===== config.mk =====
export PLATFORM = sky130hd
export DESIGN_NAME = biu_arb_flat
export DESIGN_NICKNAME = d
export VERILOG_FILES = /design/src/rtl/biu_arb_if.sv /design/src/rtl/biu_arb.sv /design/src/flat_wrapper.sv
export SDC_FILE = /design/constraint.sdc
export NUM_CORES = 1
export LEC_CHECK = 0
export CORE_AREA = 5 5 122 124
export DETAILED_ROUTE_END_ITERATION = 6
export DIE_AREA = 0 0 127 129
export PLACE_DENSITY = 0.68
export SLEW_MARGIN = 10
export SYNTH_ARGS = -nofsm -noshare
export SYNTH_HDL_FRONTEND = slang
export SYNTH_SLANG_ARGS = --single-unit

===== constraint.sdc =====
create_clock -name clk -period 1.9 [get_ports clk]
set_input_delay 0.285 -clock clk [delete_from_list [all_inputs] [get_ports clk]]
set_output_delay 0.285 -clock clk [all_outputs]
set_load 0.01 [all_outputs]

===== src/rtl/biu_arb_if.sv =====
// biu_arb_if: ICB-style command/response bundle shared by IFU, LSU and memory ports
interface biu_arb_if #(
   parameter int ADDR_WIDTH = 32,
   parameter int DATA_WIDTH = 32
);
   logic                    cmd_valid;
   logic                    cmd_ready;
   logic [ADDR_WIDTH-1:0]   cmd_addr;
   logic                    cmd_read;
   logic [DATA_WIDTH-1:0]   cmd_wdata;
   logic [DATA_WIDTH/8-1:0] cmd_wmask;
   logic                    rsp_valid;
   logic [DATA_WIDTH-1:0]   rsp_rdata;
   logic                    rsp_err;

   modport master (
      output cmd_valid, cmd_addr, cmd_read, cmd_wdata, cmd_wmask,
      input  cmd_ready, rsp_valid, rsp_rdata, rsp_err
   );

   modport slave (
      input  cmd_valid, cmd_addr, cmd_read, cmd_wdata, cmd_wmask,
      output cmd_ready, rsp_valid, rsp_rdata, rsp_err
   );
endinterface


===== src/rtl/biu_arb.sv =====
// biu_arb: IFU/LSU arbiter onto one ICB port with in-order response routing; BIU_ARB_RR_EN selects round-robin
module biu_arb #(
   parameter int ADDR_WIDTH = 32,
   parameter int DATA_WIDTH = 32,
   parameter int OST_DEPTH  = 4
) (
   input  logic                        clk,
   input  logic                        rstn,
   biu_arb_if.slave                    ifu,
   biu_arb_if.slave                    lsu,
   biu_arb_if.master                   mem,
   output logic                        mem_rsp_ready,
   output logic [$clog2(OST_DEPTH):0]  arb_ost_cnt,
   output logic                        arb_orphan_err
);
   localparam int PW = $clog2(OST_DEPTH);

   logic [PW-1:0]        wptr_q, wptr_d, rptr_q, rptr_d;
   logic [PW:0]          cnt_q, cnt_d;
   logic [OST_DEPTH-1:0] src_q, src_d;
   logic                 orphan_q, orphan_d;
   logic                 act_q;
   logic                 full, gnt_lsu, gnt_ifu, push, pop, rsp_hit;
`ifdef BIU_ARB_RR_EN
   logic                 last_q, last_d;
`endif

   always_comb begin
      full = cnt_q == (PW+1)'(OST_DEPTH);
`ifdef BIU_ARB_RR_EN
      // last_q holds the previous winner; the other side has priority now
      gnt_lsu = lsu.cmd_valid & (~ifu.cmd_valid | ~last_q);
`else
      gnt_lsu = lsu.cmd_valid;
`endif
      gnt_ifu = ifu.cmd_valid & ~gnt_lsu;
      mem.cmd_valid = act_q & ~full & (ifu.cmd_valid | lsu.cmd_valid);
      mem.cmd_addr  = gnt_lsu ? lsu.cmd_addr  : ifu.cmd_addr;
      mem.cmd_read  = gnt_lsu ? lsu.cmd_read  : 1'b1;
      mem.cmd_wdata = gnt_lsu ? lsu.cmd_wdata : '0;
      mem.cmd_wmask = gnt_lsu ? lsu.cmd_wmask : '1;
      lsu.cmd_ready = gnt_lsu & act_q & ~full & mem.cmd_ready;
      ifu.cmd_ready = gnt_ifu & act_q & ~full & mem.cmd_ready;
      push    = mem.cmd_valid & mem.cmd_ready;
      rsp_hit = act_q & mem.rsp_valid;
      pop     = rsp_hit & (cnt_q != '0);
      ifu.rsp_valid = pop & ~src_q[rptr_q];
      lsu.rsp_valid = pop & src_q[rptr_q];
      ifu.rsp_rdata = mem.rsp_rdata;
      lsu.rsp_rdata = mem.rsp_rdata;
      ifu.rsp_err   = mem.rsp_err;
      lsu.rsp_err   = mem.rsp_err;
      src_d = src_q;
      src_d[wptr_q] = push ? gnt_lsu : src_q[wptr_q];
      wptr_d   = wptr_q + PW'(push);
      rptr_d   = rptr_q + PW'(pop);
      cnt_d    = cnt_q + (PW+1)'(push) - (PW+1)'(pop);
      orphan_d = orphan_q | (rsp_hit & (cnt_q == '0));
`ifdef BIU_ARB_RR_EN
      last_d = push ? gnt_lsu : last_q;
`endif
   end

   // act_q keeps every handshake output low while reset is applied
   always_ff @(posedge clk or negedge rstn) begin
      if (!rstn) begin
         wptr_q   <= '0;
         rptr_q   <= '0;
         cnt_q    <= '0;
         src_q    <= '0;
         orphan_q <= 1'b0;
         act_q    <= 1'b0;
`ifdef BIU_ARB_RR_EN
         last_q   <= 1'b0;
`endif
      end else begin
         wptr_q   <= wptr_d;
         rptr_q   <= rptr_d;
         cnt_q    <= cnt_d;
         src_q    <= src_d;
         orphan_q <= orphan_d;
         act_q    <= 1'b1;
`ifdef BIU_ARB_RR_EN
         last_q   <= last_d;
`endif
      end
   end

   assign mem_rsp_ready  = act_q;
   assign arb_ost_cnt    = cnt_q;
   assign arb_orphan_err = orphan_q;
endmodule

===== src/flat_wrapper.sv =====
// flat-port wrapper written by rule: the top's interface ports become plain ports
module biu_arb_flat 
#(
   parameter int ADDR_WIDTH = 32,
   parameter int DATA_WIDTH = 32,
   parameter int OST_DEPTH  = 4
)
  (clk, rstn, mem_rsp_ready, arb_ost_cnt, arb_orphan_err, ifu_cmd_valid, ifu_cmd_addr, ifu_cmd_read, ifu_cmd_wdata, ifu_cmd_wmask, ifu_cmd_ready, ifu_rsp_valid, ifu_rsp_rdata, ifu_rsp_err, lsu_cmd_valid, lsu_cmd_addr, lsu_cmd_read, lsu_cmd_wdata, lsu_cmd_wmask, lsu_cmd_ready, lsu_rsp_valid, lsu_rsp_rdata, lsu_rsp_err, mem_cmd_valid, mem_cmd_addr, mem_cmd_read, mem_cmd_wdata, mem_cmd_wmask, mem_cmd_ready, mem_rsp_valid, mem_rsp_rdata, mem_rsp_err);
  biu_arb_if #(.ADDR_WIDTH(ADDR_WIDTH), .DATA_WIDTH(DATA_WIDTH)) ifu_i ();
  biu_arb_if #(.ADDR_WIDTH(ADDR_WIDTH), .DATA_WIDTH(DATA_WIDTH)) lsu_i ();
  biu_arb_if #(.ADDR_WIDTH(ADDR_WIDTH), .DATA_WIDTH(DATA_WIDTH)) mem_i ();
  input  logic clk;
  input  logic rstn;
  output logic mem_rsp_ready;
  output logic [$clog2(OST_DEPTH):0] arb_ost_cnt;
  output logic arb_orphan_err;
  input wire logic [$bits(ifu_i.cmd_valid)-1:0] ifu_cmd_valid;
  input wire logic [$bits(ifu_i.cmd_addr)-1:0] ifu_cmd_addr;
  input wire logic [$bits(ifu_i.cmd_read)-1:0] ifu_cmd_read;
  input wire logic [$bits(ifu_i.cmd_wdata)-1:0] ifu_cmd_wdata;
  input wire logic [$bits(ifu_i.cmd_wmask)-1:0] ifu_cmd_wmask;
  output wire logic [$bits(ifu_i.cmd_ready)-1:0] ifu_cmd_ready;
  output wire logic [$bits(ifu_i.rsp_valid)-1:0] ifu_rsp_valid;
  output wire logic [$bits(ifu_i.rsp_rdata)-1:0] ifu_rsp_rdata;
  output wire logic [$bits(ifu_i.rsp_err)-1:0] ifu_rsp_err;
  input wire logic [$bits(lsu_i.cmd_valid)-1:0] lsu_cmd_valid;
  input wire logic [$bits(lsu_i.cmd_addr)-1:0] lsu_cmd_addr;
  input wire logic [$bits(lsu_i.cmd_read)-1:0] lsu_cmd_read;
  input wire logic [$bits(lsu_i.cmd_wdata)-1:0] lsu_cmd_wdata;
  input wire logic [$bits(lsu_i.cmd_wmask)-1:0] lsu_cmd_wmask;
  output wire logic [$bits(lsu_i.cmd_ready)-1:0] lsu_cmd_ready;
  output wire logic [$bits(lsu_i.rsp_valid)-1:0] lsu_rsp_valid;
  output wire logic [$bits(lsu_i.rsp_rdata)-1:0] lsu_rsp_rdata;
  output wire logic [$bits(lsu_i.rsp_err)-1:0] lsu_rsp_err;
  output wire logic [$bits(mem_i.cmd_valid)-1:0] mem_cmd_valid;
  output wire logic [$bits(mem_i.cmd_addr)-1:0] mem_cmd_addr;
  output wire logic [$bits(mem_i.cmd_read)-1:0] mem_cmd_read;
  output wire logic [$bits(mem_i.cmd_wdata)-1:0] mem_cmd_wdata;
  output wire logic [$bits(mem_i.cmd_wmask)-1:0] mem_cmd_wmask;
  input wire logic [$bits(mem_i.cmd_ready)-1:0] mem_cmd_ready;
  input wire logic [$bits(mem_i.rsp_valid)-1:0] mem_rsp_valid;
  input wire logic [$bits(mem_i.rsp_rdata)-1:0] mem_rsp_rdata;
  input wire logic [$bits(mem_i.rsp_err)-1:0] mem_rsp_err;
  assign ifu_i.cmd_valid = ifu_cmd_valid;
  assign ifu_i.cmd_addr = ifu_cmd_addr;
  assign ifu_i.cmd_read = ifu_cmd_read;
  assign ifu_i.cmd_wdata = ifu_cmd_wdata;
  assign ifu_i.cmd_wmask = ifu_cmd_wmask;
  assign ifu_cmd_ready = ifu_i.cmd_ready;
  assign ifu_rsp_valid = ifu_i.rsp_valid;
  assign ifu_rsp_rdata = ifu_i.rsp_rdata;
  assign ifu_rsp_err = ifu_i.rsp_err;
  assign lsu_i.cmd_valid = lsu_cmd_valid;
  assign lsu_i.cmd_addr = lsu_cmd_addr;
  assign lsu_i.cmd_read = lsu_cmd_read;
  assign lsu_i.cmd_wdata = lsu_cmd_wdata;
  assign lsu_i.cmd_wmask = lsu_cmd_wmask;
  assign lsu_cmd_ready = lsu_i.cmd_ready;
  assign lsu_rsp_valid = lsu_i.rsp_valid;
  assign lsu_rsp_rdata = lsu_i.rsp_rdata;
  assign lsu_rsp_err = lsu_i.rsp_err;
  assign mem_cmd_valid = mem_i.cmd_valid;
  assign mem_cmd_addr = mem_i.cmd_addr;
  assign mem_cmd_read = mem_i.cmd_read;
  assign mem_cmd_wdata = mem_i.cmd_wdata;
  assign mem_cmd_wmask = mem_i.cmd_wmask;
  assign mem_i.cmd_ready = mem_cmd_ready;
  assign mem_i.rsp_valid = mem_rsp_valid;
  assign mem_i.rsp_rdata = mem_rsp_rdata;
  assign mem_i.rsp_err = mem_rsp_err;
  biu_arb #(.ADDR_WIDTH(ADDR_WIDTH), .DATA_WIDTH(DATA_WIDTH), .OST_DEPTH(OST_DEPTH)) u_core (.clk(clk), .rstn(rstn), .ifu(ifu_i), .lsu(lsu_i), .mem(mem_i), .mem_rsp_ready(mem_rsp_ready), .arb_ost_cnt(arb_ost_cnt), .arb_orphan_err(arb_orphan_err));
endmodule

==> impl_metrics.env, run 1 <==
export IMPL_layout_cells_sized_above_1_pct=19.8
export IMPL_intPower_mw=1.47
export IMPL_final_count_of_pins_violating_max_slew=0
export IMPL_cpMaxStageDelayCell="sky130_fd_sc_hd__dfrtp_1"
export IMPL_cp_required_ns=2.02
export IMPL_cap_violations=0
export IMPL_route_detailed_drc=0
export IMPL_wl_per_cell_um=17.6
export IMPL_syn_nets=379
export IMPL_routed_via_count=1882
export IMPL_postSynthRegisterBits=13
export IMPL_fp_dieH_um=129
export IMPL_diodes=0
export IMPL_placement_io_buffers=185
export IMPL_timing_hold_violations_final=0
export IMPL_die_outline_area_sq_um=16400
export IMPL_pwr_share_comb_pct=57.4
export IMPL_detail_route_wirelength_um=8940
export IMPL_worstPathMaxFanout=3
export IMPL_hold_slack_ns=0.426
export IMPL_routed_via_density=3.70
export IMPL_timing_critical_path_to_type="flip-flop"
export IMPL_cts_root_buf="sky130_fd_sc_hd__clkbuf_16"
export IMPL_slew_limit_headroom_pct=60.1
export IMPL_start_kind="flip-flop"
export IMPL_grt_pass1_wl_um=13000
export IMPL_fillers=1467
export IMPL_yosysWarnings=0
export IMPL_crit_type="reg -> reg"
export IMPL_fin_crit_sh_pct=97.8
export IMPL_ctsHtreeMaxLevel=1
export IMPL_clock_path_buffers=2
export IMPL_timing_worst_slew_pin_value_ns=0.597
export IMPL_grt_pass1_vias=2166
export IMPL_post_synth_top_count_cell="sky130_fd_sc_hd__buf_4"
export IMPL_grt_max_degree=30
export IMPL_power_density_nw_per_um2=608
export IMPL_clock_latency_ns=0.24
export IMPL_synthTopCellsByArea="sky130_fd_sc_hd__buf_4, sky130_fd_sc_hd__mux2_2, sky130_fd_sc_hd__dfrtp_1"
export IMPL_pin_count=322
export IMPL_p_seq_share_pct=24.3
export IMPL_globalRouteOverflowTotal=0
export IMPL_cellLeakagePower_nw=1.35
export IMPL_synth_top_cell_by_area="sky130_fd_sc_hd__buf_4"
export IMPL_firstDrtPassIters=5
export IMPL_cp_slowest_stage_delay_ns=0.41
export IMPL_tritoncts_num_buffers=3
export IMPL_fin_worst_skew_ns=0.00123
export IMPL_synth_edff_count=0
export IMPL_postSynthCellCount=199
export IMPL_floorplan_initialDensity_pct=13.1
export IMPL_clock_sinks=13
export IMPL_synth_main_ff_cell="sky130_fd_sc_hd__dfrtp_1"
export IMPL_status="completed"
export IMPL_netlist_area_sq_um=1790
export IMPL_rsz0062_at_grt="yes"
export IMPL_synth_sequential_area_ratio_pct=18.2
export IMPL_worstPathCellList="o311ai_4 > or2_4 > nand2_1 > ha_2 > fa_2 > xnor2_2 > xnor2_1"
export IMPL_rows=43
export IMPL_critical_path_arrival_ns=1.98
export IMPL_final_replace_weighted_congestion=0.777
export IMPL_synthesis_area_per_instance_sq_um=8.98
export IMPL_async_reset_ff_share_pct=100
export IMPL_dpl_instance_area_sq_um=3460
export IMPL_synth_top_cells_by_count="sky130_fd_sc_hd__buf_4, sky130_fd_sc_hd__and2_1, sky130_fd_sc_hd__mux2_2"
export IMPL_timing_hold_worst_class="in -> async"
export IMPL_period_minus_ws_final_ns=1.86
export IMPL_floorplan_core_area_sq_um=13700
export IMPL_utilization_pct=26.0
export IMPL_groute_usage_overall_pct=10.4
export IMPL_dpl_cell_count=503
export IMPL_yosysUniqueCellTypes=29
export IMPL_ant_nets=0
export IMPL_syn_to_final_growth_pct=99.0
export IMPL_clk_pin_slew_worst_paths_ns=0.04
export IMPL_total_power_mw=2.16
export IMPL_layout_nets=509
export IMPL_cts_tree="yes"
export IMPL_setup_violations=0
export IMPL_chipWidth_um=127
export IMPL_netlist_area_leader_share_pct=27.7
export IMPL_power_switching_mw=0.690
export IMPL_final_non_filler_cell_area_sq_um=3560
export IMPL_grt_antenna_before_repair=0
export IMPL_fin_cells=508
export IMPL_drtIter0Drc=62
export IMPL_detailed_place_hpwl_um=8070
export IMPL_clkPwrFrac_pct=18.2
export IMPL_ir_drop_mv=0.299
export IMPL_clock_fmax_mhz=538
export IMPL_power_switching_share_pct=31.9
power groups by stage:
| stage | combinational (mW) | sequential, mW | clock (mW) |
|---|---|---|---|
| after floorplan | 0.622 | 0.540 | 0 |
| after global placement | 1.19 | 0.517 | 0 |
| after detailed placement | 1.22 | 0.527 | 0 |
| after CTS | 1.22 | 0.526 | 0.404 |
| after global routing | 1.35 | 0.546 | 0.421 |
| final | 1.24 | 0.526 | 0.394 |
placed cells by master (no fill, tap or decap):
master                            synthesis  layout
sky130_fd_sc_hd__a32o_1                   4       4
sky130_fd_sc_hd__and2_1                  32      32
sky130_fd_sc_hd__and4_1                   1       1
sky130_fd_sc_hd__and4b_1                  2       2
sky130_fd_sc_hd__buf_12                   0       1
sky130_fd_sc_hd__buf_2                    5       2
sky130_fd_sc_hd__buf_4                   66      13
sky130_fd_sc_hd__buf_6                    0       1
sky130_fd_sc_hd__clkbuf_1                 4       1
sky130_fd_sc_hd__clkbuf_16                0       3
sky130_fd_sc_hd__clkbuf_2                 0       2
sky130_fd_sc_hd__clkdlybuf4s15_1          0       2
sky130_fd_sc_hd__clkdlybuf4s50_1          0     179
sky130_fd_sc_hd__conb_1                   1       1
sky130_fd_sc_hd__dfrtp_1                 13      10
sky130_fd_sc_hd__dfrtp_2                  0       3
sky130_fd_sc_hd__fa_2                     0       1
sky130_fd_sc_hd__ha_1                     2       1
sky130_fd_sc_hd__ha_2                     0       1
sky130_fd_sc_hd__inv_1                    3       3
sky130_fd_sc_hd__mux2_2                  32      32
sky130_fd_sc_hd__mux4_2                   1       1
sky130_fd_sc_hd__nand2_1                  4       4
sky130_fd_sc_hd__nand2b_1                 5       5
sky130_fd_sc_hd__nand3_1                  4       4
sky130_fd_sc_hd__nor2_1                   3       3
sky130_fd_sc_hd__nor2b_1                  1       1
sky130_fd_sc_hd__nor3_2                   0       1
sky130_fd_sc_hd__nor3b_1                  3       3
sky130_fd_sc_hd__nor4b_2                  0       1
sky130_fd_sc_hd__nor4bb_1                 1       1
sky130_fd_sc_hd__o311ai_4                 0       1
sky130_fd_sc_hd__o41ai_1                  1       1
sky130_fd_sc_hd__or2_4                    0       1
sky130_fd_sc_hd__or3b_1                   1       1
sky130_fd_sc_hd__xnor2_1                  3       2
sky130_fd_sc_hd__xnor2_2                  0       1
sky130_fd_sc_hd__xor2_1                   2       2
sequential cells by signal (all words and copies together), names as in the netlist:
register	cells
u_core.src_q	4
u_core.arb_ost_cnt	3
u_core.rptr_q	2
u_core.wptr_q	2
u_core.arb_orphan_err	1
u_core.mem_rsp_ready	1
per-layer routing:
layer  part of all wire [%]  wire, um  track usage [%]  vias up
met4                    1.7       151             2.71        0
met3                     19      1700             8.18       13
li1                       -         -                -      851
met5                      0         0                0        -
met2                     49      4400             18.3      174
met1                     30      2700             9.27      844
area by class of cell:
type / instances / area [sq um] / area share, %
Clock buffer: 4 / 78.8 / 2.22
Timing Repair Buffer: 200 / 1960 / 55.1
Tap cell: 180 / 225 / 6.33
Inverter: 3 / 11.3 / 0.317
Multi-Input combinational cell: 108 / 951 / 26.7
Sequential cell: 13 / 329 / 9.25
critical path, delay by kind of cell, from the launching register on:
| kind | cells | cell delay [ns] |
|---|---|---|
| simple gates | 2 | 0.24 |
| fa+ha+maj | 2 | 0.52 |
| compound gates | 1 | 0.31 |
| xor+xnor | 2 | 0.26 |
| flops | 1 | 0.41 |
logic make-up after synthesis:
logic type,count (synthesis),synth area share (%)
AND/OR/NAND/NOR,60,20.9
buffers and inverters,78,30.6
AO/OA/AOI/OAI,6,3.64
XOR/XNOR,5,2.45
flip-flops,13,18.2
adder cells (fa/ha/maj),3,2.52
other,1,0.210
multiplexers,33,21.4
metrics by stage:
| stage | TNS (ns) | setup slack (ns) |
|---|---|---|
| final | 0 | 0.0413 |
| after global routing | -0.0245 | -0.0245 |
| after detailed placement | -0.752 | -0.237 |
| after global placement | -0.730 | -0.222 |
| after CTS | 0 | 0.0209 |
| after floorplan | -0.0207 | -0.0207 |
worst paths after layout:
path	start	endpoint	slack (ns)	cells after the start
max	u_core.arb_ost_cnt[1]	u_core.arb_ost_cnt[2]	0.04	7
min	rstn	u_core.src_q[0]	0.43	1
max reg2reg	u_core.arb_ost_cnt[1]	u_core.arb_ost_cnt[2]	0.04	7
min reg2reg	u_core.rptr_q[1]	u_core.rptr_q[1]	0.48	1
max in group asynchronous	rstn	u_core.mem_rsp_ready	1.05	1
min in group clk	u_core.rptr_q[1]	u_core.rptr_q[1]	0.48	1
repair_timing:
action	in CTS	in global routing
setup buffers	1	0
hold buffers	0	0
gates resized for setup	10	11
setup endpoints to repair	7	7
pin swaps	1	1
Power figures use the tool's default switching activity.
==> run 2, diff against run 1 <==
Settings changed: PLACE_DENSITY 0.68 to not set.
==> impl_metrics.env, run 2 (synthesis results as in run 1) <==
export IMPL_status="completed"
export IMPL_dpl_instance_area_sq_um=3460
export IMPL_cts_tree="yes"
export IMPL_cellLeakagePower_nw=1.36
export IMPL_die_outline_area_sq_um=16400
export IMPL_route_detailed_drc=0
export IMPL_tritoncts_num_buffers=3
export IMPL_pin_count=322
export IMPL_timing_hold_violations_final=0
export IMPL_diodes=0
export IMPL_floorplan_initialDensity_pct=13.1
export IMPL_fin_cells=508
export IMPL_fin_crit_sh_pct=97.9
export IMPL_placement_io_buffers=185
export IMPL_crit_family="buffers and inverters"
export IMPL_routed_via_density=3.59
export IMPL_cp_required_ns=2.02
export IMPL_drtIter0Drc=19
export IMPL_start_kind="input port"
export IMPL_groute_usage_overall_pct=8.45
export IMPL_timing_worst_slew_pin_value_ns=0.633
export IMPL_ir_drop_mv=0.307
export IMPL_worstPathMaxFanout=2
export IMPL_top_register="u_core.src_q"
export IMPL_fin_worst_skew_ns=0.000512
export IMPL_setup_violations=0
export IMPL_layout_nets=509
export IMPL_hold_slack_ns=0.444
export IMPL_firstDrtPassIters=3
export IMPL_power_density_nw_per_um2=597
export IMPL_final_non_filler_cell_area_sq_um=3560
export IMPL_clk_pin_slew_worst_paths_ns=0.04
export IMPL_mostFrequentLayoutCell="sky130_fd_sc_hd__clkdlybuf4s50_1"
export IMPL_largest_register_ff_count=4
export IMPL_ant_nets=0
export IMPL_clock_path_buffers=2
export IMPL_dpl_cell_count=502
export IMPL_chipWidth_um=127
export IMPL_worstPathCellList="clkdlybuf4s50_1 > o311ai_4 > or2_1 > buf_4 > fa_2 > xnor2_2 > xnor2_1"
export IMPL_layout_cells_sized_above_1_pct=19.5
export IMPL_detailed_place_hpwl_um=6540
export IMPL_timing_hold_worst_class="in -> async"
export IMPL_multi_input_gate_area_in_the_final_layout_sq_um=948
export IMPL_rsz0062_at_grt="yes"
export IMPL_grt_pass1_vias=2057
export IMPL_wl_per_cell_um=14.4
export IMPL_grt_pass1_wl_um=11100
export IMPL_cts_root_buf="sky130_fd_sc_hd__clkbuf_16"
export IMPL_grt_antenna_before_repair=0
export IMPL_floorplan_core_area_sq_um=13700
export IMPL_ff_latch_area_sq_um=329
export IMPL_clock_fmax_mhz=538
export IMPL_clock_latency_ns=0.24
export IMPL_grt_max_degree=31
export IMPL_slew_limit_headroom_pct=57.7
export IMPL_critical_path_arrival_ns=1.98
export IMPL_mostFrequentLayoutCells="sky130_fd_sc_hd__clkdlybuf4s50_1, sky130_fd_sc_hd__mux2_2, sky130_fd_sc_hd__and2_1"
export IMPL_final_replace_weighted_congestion=0.783
export IMPL_rows=43
export IMPL_routed_via_count=1826
export IMPL_total_power_mw=2.12
export IMPL_period_minus_ws_final_ns=1.86
export IMPL_timing_critical_path_to_type="flip-flop"
export IMPL_syn_to_final_growth_pct=99.3
export IMPL_globalRouteOverflowTotal=0
export IMPL_timing_reg2reg_setup_slack_ns=0.06
export IMPL_final_count_of_pins_violating_max_slew=0
export IMPL_cap_violations=0
export IMPL_detail_route_wirelength_um=7330
export IMPL_ctsHtreeMaxLevel=1
export IMPL_cp_slowest_stage_delay_ns=0.54
export IMPL_fillers=1483
export IMPL_crit_type="in -> reg"
export IMPL_fp_dieH_um=129
export IMPL_critical_path_buf_inv_count=2
export IMPL_cpMaxStageDelayCell="sky130_fd_sc_hd__clkdlybuf4s50_1"
export IMPL_clock_sinks=13
## run 2: path summary, 6_finish.rpt
kind,from,to,cells after the start
max,mem_rsp_valid,u_core.arb_ost_cnt[2],7
min,rstn,u_core.mem_rsp_ready,1
min in group clk,u_core.arb_orphan_err,u_core.arb_orphan_err,2
max reg2reg,u_core.arb_ost_cnt[2],u_core.arb_ost_cnt[2],7
min reg2reg,u_core.arb_orphan_err,u_core.arb_orphan_err,2
max in group asynchronous,rstn,u_core.arb_ost_cnt[2],1
## run 2: cell type report
cell class	count	share of cell area [%]
Sequential cell	13	9.24
Tap cell	180	6.32
Inverter	3	0.316
Multi-Input combinational cell	108	26.6
Timing Repair Buffer	200	55.3
Clock buffer	4	2.21
## run 2: where the power goes
group          total (mW)  internal (mW)  switching [mW]
logic                1.20          0.777           0.423
registers           0.536          0.410           0.125
clock network       0.389          0.282           0.107
total                2.12           1.47           0.656
## run 2: metrics by stage
stage | util, % | setup WS, ns | TNS [ns]
after detailed placement | 25.3 | -0.232 | -0.811
after global routing | 26.1 | -0.0495 | -0.0495
after global placement | 25.3 | -0.171 | -0.658
after CTS | 26.0 | -0.00213 | -0.00213
final | 26.1 | 0.0397 | 0
after floorplan | - | -0.0207 | -0.0207
## run 2: worst reg2reg max path, delay by kind of cell, from the launching register on
kind	cells	cell delay, ns
xor gates and xnor gates	2	0.27
adders and majority gates	2	0.52
and+or+nand+nor	2	0.22
DFF	1	0.43
AOI/OAI and AO/OA	1	0.29
## run 2: timing repair
action                     CTS  global route
buffers inserted             2             0
resized for setup           11             9
cloned                       0             0
hold endpoints to repair     0             0
setup endpoints to repair    7             5
pin swaps                    2             2
hold buffers                 0             0
## run 2: per-layer routing
layer	routed length [um]	up-vias	global-route usage [%]
li1	-	850	-
met1	2330	828	7.97
met2	3680	138	15.3
met3	1260	10	5.73
met4	56	0	1.64
met5	0	-	0
